**config.mk**
```make
export PLATFORM = sky130hd
export DESIGN_NAME = fifo_uart_tx
export DESIGN_NICKNAME = d
export VERILOG_FILES = /design/src/rtl/fifo_uart_tx.sv
export SDC_FILE = /design/constraint.sdc
export NUM_CORES = 1
export LEC_CHECK = 0
export CAP_MARGIN = 20
export CELL_PAD_IN_SITES_DETAIL_PLACEMENT = 0
export CELL_PAD_IN_SITES_GLOBAL_PLACEMENT = 1
export CORE_MARGIN = 2
export CORE_UTILIZATION = 40
export DETAILED_ROUTE_END_ITERATION = 8
export PLACE_DENSITY = 0.82
export SYNTH_ARGS = -nofsm -noshare
export SYNTH_HDL_FRONTEND = slang
export SYNTH_SLANG_ARGS = --single-unit
```
**constraint.sdc**
```tcl
create_clock -name CLK -period 4.6 [get_ports CLK]
set_input_delay 1.38 -clock CLK [delete_from_list [all_inputs] [get_ports CLK]]
set_output_delay 1.38 -clock CLK [all_outputs]
set_load 0.01 [all_outputs]
```
**src/rtl/fifo_uart_tx.sv**
```systemverilog
`default_nettype none
// ============================================================================
// fifo_uart_tx : pops 16-bit FIFO words and sends each as two 8N1 UART bytes.
// Revision 1.0
// ============================================================================
module fifo_uart_tx #(
    parameter int CLKS_PER_BIT = 868
) (
    input  logic        CLK,
    input  logic        RST,
    input  logic        EN,
    input  logic        EMPTY,
    input  logic        VALID,
    input  logic [15:0] DIN,
    output logic        RD,
    output logic        TXD,
    output logic        BUSY,
    output logic        ERR,
    output logic [7:0]  SENT_CNT
);

    localparam logic [15:0] C_BIT_LAST = 16'(CLKS_PER_BIT - 1);
    localparam logic [3:0]  C_IDX_STOP = 4'd9;
    localparam logic [3:0]  C_IDX_D7   = 4'd8;

    typedef enum logic [2:0] {
        S_IDLE = 3'd0,
        S_REQ  = 3'd1,
        S_WAIT = 3'd2,
        S_LO   = 3'd3,
        S_HI   = 3'd4
    } state_t;

    state_t      state_q;
    logic [15:0] timer_q;
    logic [3:0]  idx_q;
    logic [15:0] shift_q;
    logic        rd_q;
    logic        txd_q;
    logic        err_q;
    logic [7:0]  cnt_q;

    always_ff @(posedge CLK) begin
        if (RST) begin
            state_q <= S_IDLE;
            timer_q <= '0;
            idx_q   <= '0;
            shift_q <= '0;
            rd_q    <= 1'b0;
            txd_q   <= 1'b1;
            err_q   <= 1'b0;
            cnt_q   <= '0;
        end else begin
            rd_q  <= 1'b0;
            err_q <= 1'b0;
            case (state_q)
                S_IDLE: begin
                    txd_q <= 1'b1;
                    if (EN && !EMPTY) begin
                        state_q <= S_REQ;
                        rd_q    <= 1'b1;
                    end
                end
                S_REQ: begin
                    state_q <= S_WAIT;
                end
                S_WAIT: begin
                    if (VALID) begin
                        shift_q <= DIN;
                        state_q <= S_LO;
                        txd_q   <= 1'b0;
                        timer_q <= C_BIT_LAST;
                        idx_q   <= '0;
                    end else begin
                        state_q <= S_IDLE;
                        err_q   <= 1'b1;
                    end
                end
                S_LO, S_HI: begin
                    if (timer_q != 16'd0) begin
                        timer_q <= timer_q - 16'd1;
                    end else begin
                        timer_q <= C_BIT_LAST;
                        if (idx_q == C_IDX_STOP) begin
                            idx_q <= '0;
                            if (state_q == S_LO) begin
                                // HI start bit follows the LO stop bit with no gap
                                state_q <= S_HI;
                                txd_q   <= 1'b0;
                            end else begin
                                state_q <= S_IDLE;
                                txd_q   <= 1'b1;
                                cnt_q   <= cnt_q + 8'd1;
                            end
                        end else if (idx_q == C_IDX_D7) begin
                            idx_q <= idx_q + 4'd1;
                            txd_q <= 1'b1;
                        end else begin
                            // after eight shifts the high byte sits in shift_q[7:0]
                            idx_q   <= idx_q + 4'd1;
                            txd_q   <= shift_q[0];
                            shift_q <= {1'b0, shift_q[15:1]};
                        end
                    end
                end
                default: begin
                    state_q <= S_IDLE;
                    txd_q   <= 1'b1;
                end
            endcase
        end
    end

    assign RD       = rd_q;
    assign TXD      = txd_q;
    assign BUSY     = (state_q != S_IDLE);
    assign ERR      = err_q;
    assign SENT_CNT = cnt_q;

endmodule
`default_nettype wire

```
==> results.sh, run 1 <==
export IMPL_antenna_found_initial=0
export IMPL_synthesis_instances=309
export IMPL_gp_congestion=0.777
export IMPL_grt_use_total=0.163
export IMPL_worstPathRequired_ps=4800
export IMPL_yosys_warnings=0
export IMPL_floorplan_initialDensity=0.412
export IMPL_grt_max_degree=42
export IMPL_finalCriticalPeriod_ps=3330
export IMPL_drive_above_1_share=0.0811
export IMPL_drv_cap=0
export IMPL_drtPass1Iterations=4
export IMPL_clockBufferDepth=2
export IMPL_die_y_um=84.7
export IMPL_num_vias=2242
export IMPL_max_freq_ghz=0.300
export IMPL_cts_hold_buf=0
export IMPL_htree_levels=2
export IMPL_rsz0062_at_grt="false"
export IMPL_status="complete, no violations"
export IMPL_synth_edf_count=0
export IMPL_row_count=29
export IMPL_grt_pass1_wl_mm=9.71
export IMPL_ys_seq_area_frac=0.384
export IMPL_final_hold_viol_count=0
export IMPL_synth_main_ff_cell="dfxtp_1"
export IMPL_clkTransAtPathRegs_ps=80
export IMPL_synth_top_cell_area_share=0.384
export IMPL_slew_viol_final=0
export IMPL_p_leak_nw=1.14
export IMPL_wl_per_cell_um=13.5
export IMPL_yosys_top_cells_count="dfxtp_1, nor2_1, nor4_1"
export IMPL_grt_pass1_vias=2079
export IMPL_wl_mm=5.53
export IMPL_dieArea_mm2=0.00717
export IMPL_numCtsBuffers=5
export IMPL_place_ws_ps=957
export IMPL_layout_nets=359
export IMPL_ant_nets=0
export IMPL_peakVddDrop_mv=0.460
export IMPL_die_width_um=84.7
export IMPL_cts_sinks=50
export IMPL_clk_latency_ps=290
export IMPL_post_cts_setup_buffer_count=0
export IMPL_portBuffers=32
export IMPL_clockRootBuffer="clkbuf_8"
export IMPL_synth_ff_latch_count=50
export IMPL_synth_async_reset_ratio=0
export IMPL_remaining_drc_errors=0
export IMPL_period_share=0.725
export IMPL_ios=33
export IMPL_max_slew_margin=0.428
export IMPL_worst_slack_ps=1270
export IMPL_synth_largest_area_cell="dfxtp_1"
export IMPL_critPathMaxFanout=16
export IMPL_synthTopCellsByArea="dfxtp_1, nor2_1, nor4_1"
export IMPL_setup_violations=0
export IMPL_syn_area_mm2=0.00260
export IMPL_crit_type="in -> reg"
export IMPL_cts_tree="built"
export IMPL_post_cts_resized=0
export IMPL_dp_hpwl_mm=3.85
export IMPL_critical_path_startpoint_type="primary input"
export IMPL_fin_worst_skew_ps=2.22
export IMPL_endpoint_kind="register"
export IMPL_worstMarginPinSlew_ps=852
export IMPL_hold_path_class="reg -> reg"
export IMPL_cp_arrival_ps=3540
export IMPL_syn_to_final_growth_pct=15.8
export IMPL_diodes=0
export IMPL_ys_types=61
export IMPL_drtIter0Drc=94
export IMPL_grt_ovfl_total=0
export IMPL_via_per_inst=5.47
export IMPL_fin_setup_tns_ps=0
export IMPL_syn_nets=335
export IMPL_syn_area_per_cell_um2=8.43
export IMPL_powerDensity_mw_per_mm2=532
export IMPL_core_area_mm2=0.00631
==> worst paths after layout <==
path          startpoint     endpoint  slack (ps)  cells after the start
max                VALID   shift_q[9]        1270                      6
min          shift_q[15]  shift_q[15]         470                      2
max reg2reg   state_q[2]   shift_q[9]        2040                      5
min reg2reg  shift_q[15]  shift_q[15]         470                      2
==> cells by family after synthesis <==
logic type	Yosys count	share of synthesized area
buffers and inverters	25	0.0505
multiplexers	6	0.0245
flip-flops	50	0.384
adder cells (fa/ha/maj)	5	0.0240
XOR/XNOR	4	0.0135
AO/OA/AOI/OAI	53	0.137
AND/OR/NAND/NOR	166	0.366
==> worst max-delay path, cell delays in order <==
cell	delay [ps]
clkdlybuf4s50_1	520
nor2_1	50
o21ai_1	680
nand3_2	410
nor3b_1	260
nor4_1	230
==> stage by stage <==
stage	instance area [um2]	cells	total power [mW]	utilization	hold slack (ps)
after floorplan	2600	309	1.22	-	439
after global placement	2930	403	1.36	0.465	460
after detailed placement	2930	403	1.37	0.465	461
after CTS	3010	410	1.62	0.477	480
after global routing	3010	410	1.75	0.477	503
final	3010	410	1.60	0.477	474
==> flip-flops by register name (all words and copies together) (netlist names) <==
register	count
RD	1
shift_q	16
ERR	1
state_q	3
timer_q	16
SENT_CNT	8
TXD	1
idx_q	4
==> area by class of cell <==
| type | instances | area [um2] |
|---|---|---|
| tap | 77 | 96.3 |
| inverter | 8 | 30.0 |
| fill | 639 | 3300 |
| multi-input combinational | 234 | 1470 |
| clock inverter | 1 | 7.51 |
| sequential | 50 | 1000 |
| clock buffer | 6 | 72.6 |
| timing repair buffer | 34 | 335 |
==> report_power, final <==
part	total (mW)	switching (mW)	internal, mW
Sequential	0.631	0.0939	0.537
Combinational	0.729	0.432	0.297
Clock	0.243	0.139	0.105
Total	1.60	0.665	0.939
==> layout by cell type (no fill, tap or decap), types with 3 or more instances in the layout <==
cell             Yosys  routed
a211oi_1             3       3
nor2b_1              4       4
nand2b_1             5       5
nand2_1             17      17
nor3b_1             16      16
ha_1                 5       5
clkdlybuf4s50_1      0      32
nand3_1              8       8
or3_1                5       5
nand3b_1             3       3
and3_1               3       3
dfxtp_1             50      50
nor3_1               7       7
mux2i_1              3       3
o21ai_0              8       8
clkbuf_8             0       5
and2_1               3       3
inv_1                7       7
nor4_1              20      20
a21oi_1             14      14
nor2_1              50      50
or2_2                4       4
xor2_1               3       3
a31oi_1              5       5
nand4_1              5       5
==> per-layer routing <==
metal	GRT usage	vias up	routed length, um	part of all wire
li1	-	1175	-	-
met1	0.231	1017	2770	0.50
met2	0.258	45	2520	0.46
met3	0.0295	5	190	0.034
met4	0.0433	0	48	0.0087
met5	0	-	0	0
(Power assumes the default switching activity.)
==> inputs of run 2 (changes only) <==
==> constraint.sdc (replaced) <==
create_clock -name CLK -period 3.2 [get_ports CLK]
set_input_delay 0.96 -clock CLK [delete_from_list [all_inputs] [get_ports CLK]]
set_output_delay 0.96 -clock CLK [all_outputs]
set_load 0.01 [all_outputs]
==> run 2 against run 1 <==
Compared with the run above: power is 53% higher; first-iteration DRC count is 15% higher; sequential share of layout area is 0.61 points lower; via count is 3.1% higher; wire length is 2.8% higher; critical endpoint is now BUSY; largest cell class unchanged; largest power group unchanged.
==> results.sh, run 2 (synthesis gave the netlist of run 1 again) <==
export IMPL_p_comb_frac=0.446
export IMPL_drtPass1Iterations=4
export IMPL_wl_per_cell_um=13.7
export IMPL_whs_endpoint="shift_q[15]"
export IMPL_slew_viol_final=0
export IMPL_placed_cell_area_mm2=0.00296
export IMPL_final_hold_viol_count=0
export IMPL_p_seq_frac=0.371
export IMPL_worstSetupPathDepth=2
export IMPL_ios=33
export IMPL_clockRootBuffer="clkbuf_8"
export IMPL_cp_num_buf_inv=1
export IMPL_cts_tree="built"
export IMPL_status="complete, no violations"
export IMPL_drv_cap=0
export IMPL_diodes=0
export IMPL_max_freq_ghz=0.387
export IMPL_powerDensity_mw_per_mm2=800
export IMPL_worstMarginPinSlew_ps=683
export IMPL_worst_path_dominant_cell_family="buffers and inverters"
export IMPL_fin_worst_skew_ps=10.8
export IMPL_worstPathCellList="or3_1 -> clkdlybuf4s50_1"
export IMPL_reg2reg_slack_ps=940
export IMPL_p_int_mw=1.46
export IMPL_hold_path_class="reg -> reg"
export IMPL_num_vias=2311
export IMPL_clkTransAtPathRegs_ps=100
export IMPL_grt_use_total=0.170
export IMPL_numCtsBuffers=5
export IMPL_rsz0062_at_grt="false"
export IMPL_critical_path_startpoint_type="register"
export IMPL_finalCriticalPeriod_ps=2580
export IMPL_stdcell_area_mm2=0.00307
export IMPL_post_cts_resized=0
export IMPL_cts_hold_buf=0
export IMPL_stdcell_count=414
export IMPL_post_cts_setup_buffer_count=0
export IMPL_die_width_um=84.7
export IMPL_hp_start="shift_q[15]"
export IMPL_worstReg2RegEnd="shift_q[4]"
export IMPL_cts_sinks=50
export IMPL_floorplan_initialDensity=0.412
export IMPL_peakVddDrop_mv=0.402
export IMPL_die_y_um=84.7
export IMPL_drive_above_1_share=0.0950
export IMPL_antenna_found_initial=0
export IMPL_gp_congestion=0.771
export IMPL_via_per_inst=5.58
export IMPL_slowest_delay_ps=480
export IMPL_setup_violations=0
export IMPL_grt_max_degree=21
export IMPL_max_slew_margin=0.543
export IMPL_swShare=0.406
export IMPL_dieArea_mm2=0.00717
export IMPL_syn_to_final_growth_pct=17.9
export IMPL_drtIter0Drc=108
export IMPL_fin_total_pwr_mw=2.46
export IMPL_worstPathRequired_ps=2240
export IMPL_dp_hpwl_mm=4.03
export IMPL_endpoint_kind="output pin"
export IMPL_rr_startpoint="timer_q[0]"
export IMPL_clockBufferDepth=2
export IMPL_grt_pass1_vias=2184
export IMPL_whs_ps=477
export IMPL_crit_type="reg -> out"
export IMPL_p_leak_nw=1.17
export IMPL_place_ws_ps=502
export IMPL_ant_nets=0
export IMPL_cp_arrival_ps=1620
export IMPL_grt_ovfl_total=0
export IMPL_cp_slowest_cell="clkdlybuf4s50_1"
export IMPL_core_area_mm2=0.00631
export IMPL_remaining_drc_errors=0
export IMPL_mostFrequentLayoutCells="dfxtp_1, nor2_1, clkdlybuf4s50_1, nor4_1, nand2_1"
export IMPL_htree_levels=2
export IMPL_reg2reg_depth=8
export IMPL_hold_path_depth=2
export IMPL_critPathMaxFanout=12
export IMPL_power_switching_mw=0.997
export IMPL_period_share=0.807
export IMPL_row_count=29
export IMPL_layout_nets=362
export IMPL_clk_latency_ps=300
export IMPL_wl_mm=5.68
export IMPL_worst_slack_ps=619
export IMPL_clockPowerShare=0.183
export IMPL_fin_setup_tns_ps=0
export IMPL_post_route_util=0.486
export IMPL_grt_pass1_wl_mm=10.1
export IMPL_portBuffers=32
export IMPL_dp_cells=406
-- run 2: cell count changes in the layout (fill, tap and decap cells not counted) --
| cell | before | now |
|---|---|---|
| clkbuf_1 | 1 | 0 |
| buf_4 | 2 | 5 |
| bufinv_16 | 0 | 1 |
| clkinvlp_4 | 1 | 2 |
-- run 2: per-layer routing --
layer  part of all wire  up-vias  track usage
met5                  0        -            0
met4             0.0081        0       0.0404
met3              0.034        4       0.0344
met2               0.46       35        0.279
met1               0.50     1094        0.229
li1                   -     1178            -
-- run 2: how the worst max path moves through the flow --
stage	start	end	slack [ps]
2_1_floorplan	VALID	shift_q[0]	1100
3_3_place_gp	VALID	shift_q[3]	520
3_5_place_dp	VALID	shift_q[11]	500
4_1_cts	state_q[0]	BUSY	610
5_1_grt	state_q[0]	BUSY	540
6_report	state_q[0]	BUSY	620
-- run 2: worst min-delay path: cells and delay by family, from the launching register on --
kind / cells / cell delay, ps
and+or+nand+nor: 1 / 60
DFF: 1 / 320
AOI/OAI and AO/OA: 1 / 60
-- run 2: layout make-up --
type                    instances  area, um2
fillers                       633       3240
well taps                      77       96.3
inverters                       8       30.0
clock inverters                 3       45.0
multi-input cells             234       1470
flip-flops and latches         50       1000
repair buffers                 37        358
clock buffers                   5       68.8
-- run 2: power by group through the flow --
stage	clock [mW]	combinational, mW	sequential (mW)
4_1_cts	0.465	1.10	0.910
2_1_floorplan	0	0.886	0.873
5_1_grt	0.491	1.23	0.936
6_report	0.451	1.10	0.912
3_3_place_gp	0	1.08	0.921
3_5_place_dp	0	1.09	0.923
==> inputs of run 3 (changes only) <==
==> constraint.sdc (replaced) <==
create_clock -name CLK -period 2.5 [get_ports CLK]
set_input_delay 0.75 -clock CLK [delete_from_list [all_inputs] [get_ports CLK]]
set_output_delay 0.75 -clock CLK [all_outputs]
set_load 0.01 [all_outputs]
==> run 3 against run 2 <==
Compared with the run above: clock-buffer cell count is 3 higher; sequential power up 26%; final area rose by 1.1%; cell count rose by 1.2%; worst setup slack worse by 470 ps; register-to-register slack got worse by 630 ps; global-route usage is 0.078 points lower; worst hold slack better by 3.0 ps; combinational power increased by 34%; largest power group unchanged.
==> results.sh, run 3 (synthesis gave the netlist of run 1 again) <==
export IMPL_hold_path_class="reg -> reg"
export IMPL_clkTransAtPathRegs_ps=90
export IMPL_htree_levels=2
export IMPL_antenna_found_initial=0
export IMPL_whs_endpoint="shift_q[15]"
export IMPL_rr_startpoint="timer_q[0]"
export IMPL_remaining_drc_errors=0
export IMPL_drtPass1Iterations=4
export IMPL_grt_pass1_wl_mm=10.0
export IMPL_cp_slowest_cell="clkdlybuf4s50_1"
export IMPL_ant_nets=0
export IMPL_drive_above_1_share=0.108
export IMPL_critical_path_startpoint_type="register"
export IMPL_post_cts_resized=0
export IMPL_worstMarginPinSlew_ps=517
export IMPL_max_freq_ghz=0.425
export IMPL_fin_worst_skew_ps=6.49
export IMPL_die_y_um=84.7
export IMPL_worstReg2RegEnd="timer_q[7]"
export IMPL_diodes=0
export IMPL_dp_hpwl_mm=3.96
export IMPL_cp_arrival_ps=1600
export IMPL_cp_num_buf_inv=1
export IMPL_slowest_delay_ps=490
export IMPL_mostFrequentLayoutCells="dfxtp_1, nor2_1, clkdlybuf4s50_1, nor4_1, nand2_1"
export IMPL_period_share=0.941
export IMPL_hp_start="shift_q[15]"
export IMPL_clockRootBuffer="clkbuf_8"
export IMPL_grt_ovfl_total=0
export IMPL_reg2reg_slack_ps=310
export IMPL_clockBufferDepth=2
export IMPL_die_width_um=84.7
export IMPL_fin_setup_tns_ps=0
export IMPL_dieArea_mm2=0.00717
export IMPL_gp_congestion=0.830
export IMPL_hold_path_depth=2
export IMPL_grt_use_total=0.169
export IMPL_critPathMaxFanout=10
export IMPL_peakVddDrop_mv=0.500
export IMPL_grt_pass1_vias=2140
export IMPL_drtIter0Drc=98
export IMPL_cts_tree="built"
export IMPL_via_per_inst=5.50
export IMPL_post_cts_setup_buffer_count=0
export IMPL_worstPathRequired_ps=1750
export IMPL_slew_viol_final=0
export IMPL_finalCriticalPeriod_ps=2350
export IMPL_drv_cap=0
export IMPL_syn_to_final_growth_pct=19.2
export IMPL_core_area_mm2=0.00631
export IMPL_floorplan_initialDensity=0.412
export IMPL_endpoint_kind="output pin"
export IMPL_p_leak_nw=1.20
export IMPL_portBuffers=32
export IMPL_cts_sinks=50
export IMPL_layout_nets=367
export IMPL_fin_total_pwr_mw=3.17
export IMPL_fillCellCount=648
export IMPL_final_hold_viol_count=0
export IMPL_numCtsBuffers=5
export IMPL_crit_type="reg -> out"
export IMPL_ios=33
export IMPL_wl_per_cell_um=13.5
export IMPL_row_count=29
export IMPL_setup_violations=0
export IMPL_status="complete, no violations"
export IMPL_clk_latency_ps=310
export IMPL_max_slew_margin=0.652
export IMPL_worstPathCellList="or3_1 -> clkdlybuf4s50_1"
export IMPL_reg2reg_depth=8
export IMPL_worst_path_dominant_cell_family="buffers and inverters"
export IMPL_post_route_util=0.492
export IMPL_grt_max_degree=26
export IMPL_powerDensity_mw_per_mm2=1020
export IMPL_wl_mm=5.66
export IMPL_rsz0062_at_grt="false"
export IMPL_cts_hold_buf=0
export IMPL_num_vias=2303
## run 3: cell types whose count changed in the layout (fill, tap and decap cells not counted)
cell,delta
bufinv_16,-1
buf_4,+5
clkbuf_8,+3
clkinvlp_4,-2
## run 3: power breakdown
| part | internal [mW] | total (mW) | switching, mW |
|---|---|---|---|
| clock | 0.280 | 0.553 | 0.273 |
| combinational | 0.623 | 1.47 | 0.844 |
| sequential | 0.988 | 1.15 | 0.163 |
## run 3: worst reg2reg max path: cells and delay by family (launching register included)
kind                     cells  cell delay [ps]
AND/OR/NAND/NOR              3              900
adder cells (fa/ha/maj)      1              220
flip-flops                   1              400
AO/OA/AOI/OAI                2              350
buffers and inverters        2              270
## run 3: worst max-delay path by stage
stage | start | to | slack [ps] | depth (start not counted)
floorplan | timer_q[0] | shift_q[0] | 600 | 9
global placement | VALID | shift_q[4] | 150 | 6
detailed placement | RST | idx_q[3] | 120 | 5
CTS | state_q[2] | BUSY | 140 | 2
global route | timer_q[0] | timer_q[11] | 40 | 8
finish | state_q[2] | BUSY | 150 | 2
## run 3: cell type report
type                            instances  area, um2  area share
Multi-Input combinational cell        234       1470       0.474
Sequential cell                        50       1000       0.322
Timing Repair Buffer                   42        395       0.127
Clock buffer                            8        110      0.0355
Tap cell                               77       96.3      0.0310
Inverter                                8       30.0     0.00967
## run 3: through the flow
| stage | setup slack, ps | instances | hold WS [ps] | area, um2 |
|---|---|---|---|---|
| finish | 147 | 419 | 480 | 3100 |
| global route | 37.7 | 419 | 509 | 3100 |
| CTS | 142 | 419 | 484 | 3100 |
| detailed placement | 125 | 411 | 468 | 2990 |
| global placement | 154 | 411 | 462 | 2990 |
| floorplan | 597 | 309 | 439 | 2600 |
## run 3: per-layer routing
layer,up-vias,track usage,part of all wire
met2,32,0.258,0.44
met4,0,0.0519,0.011
met3,6,0.0324,0.034
met1,1073,0.241,0.51
li1,1192,-,-
met5,-,0,0
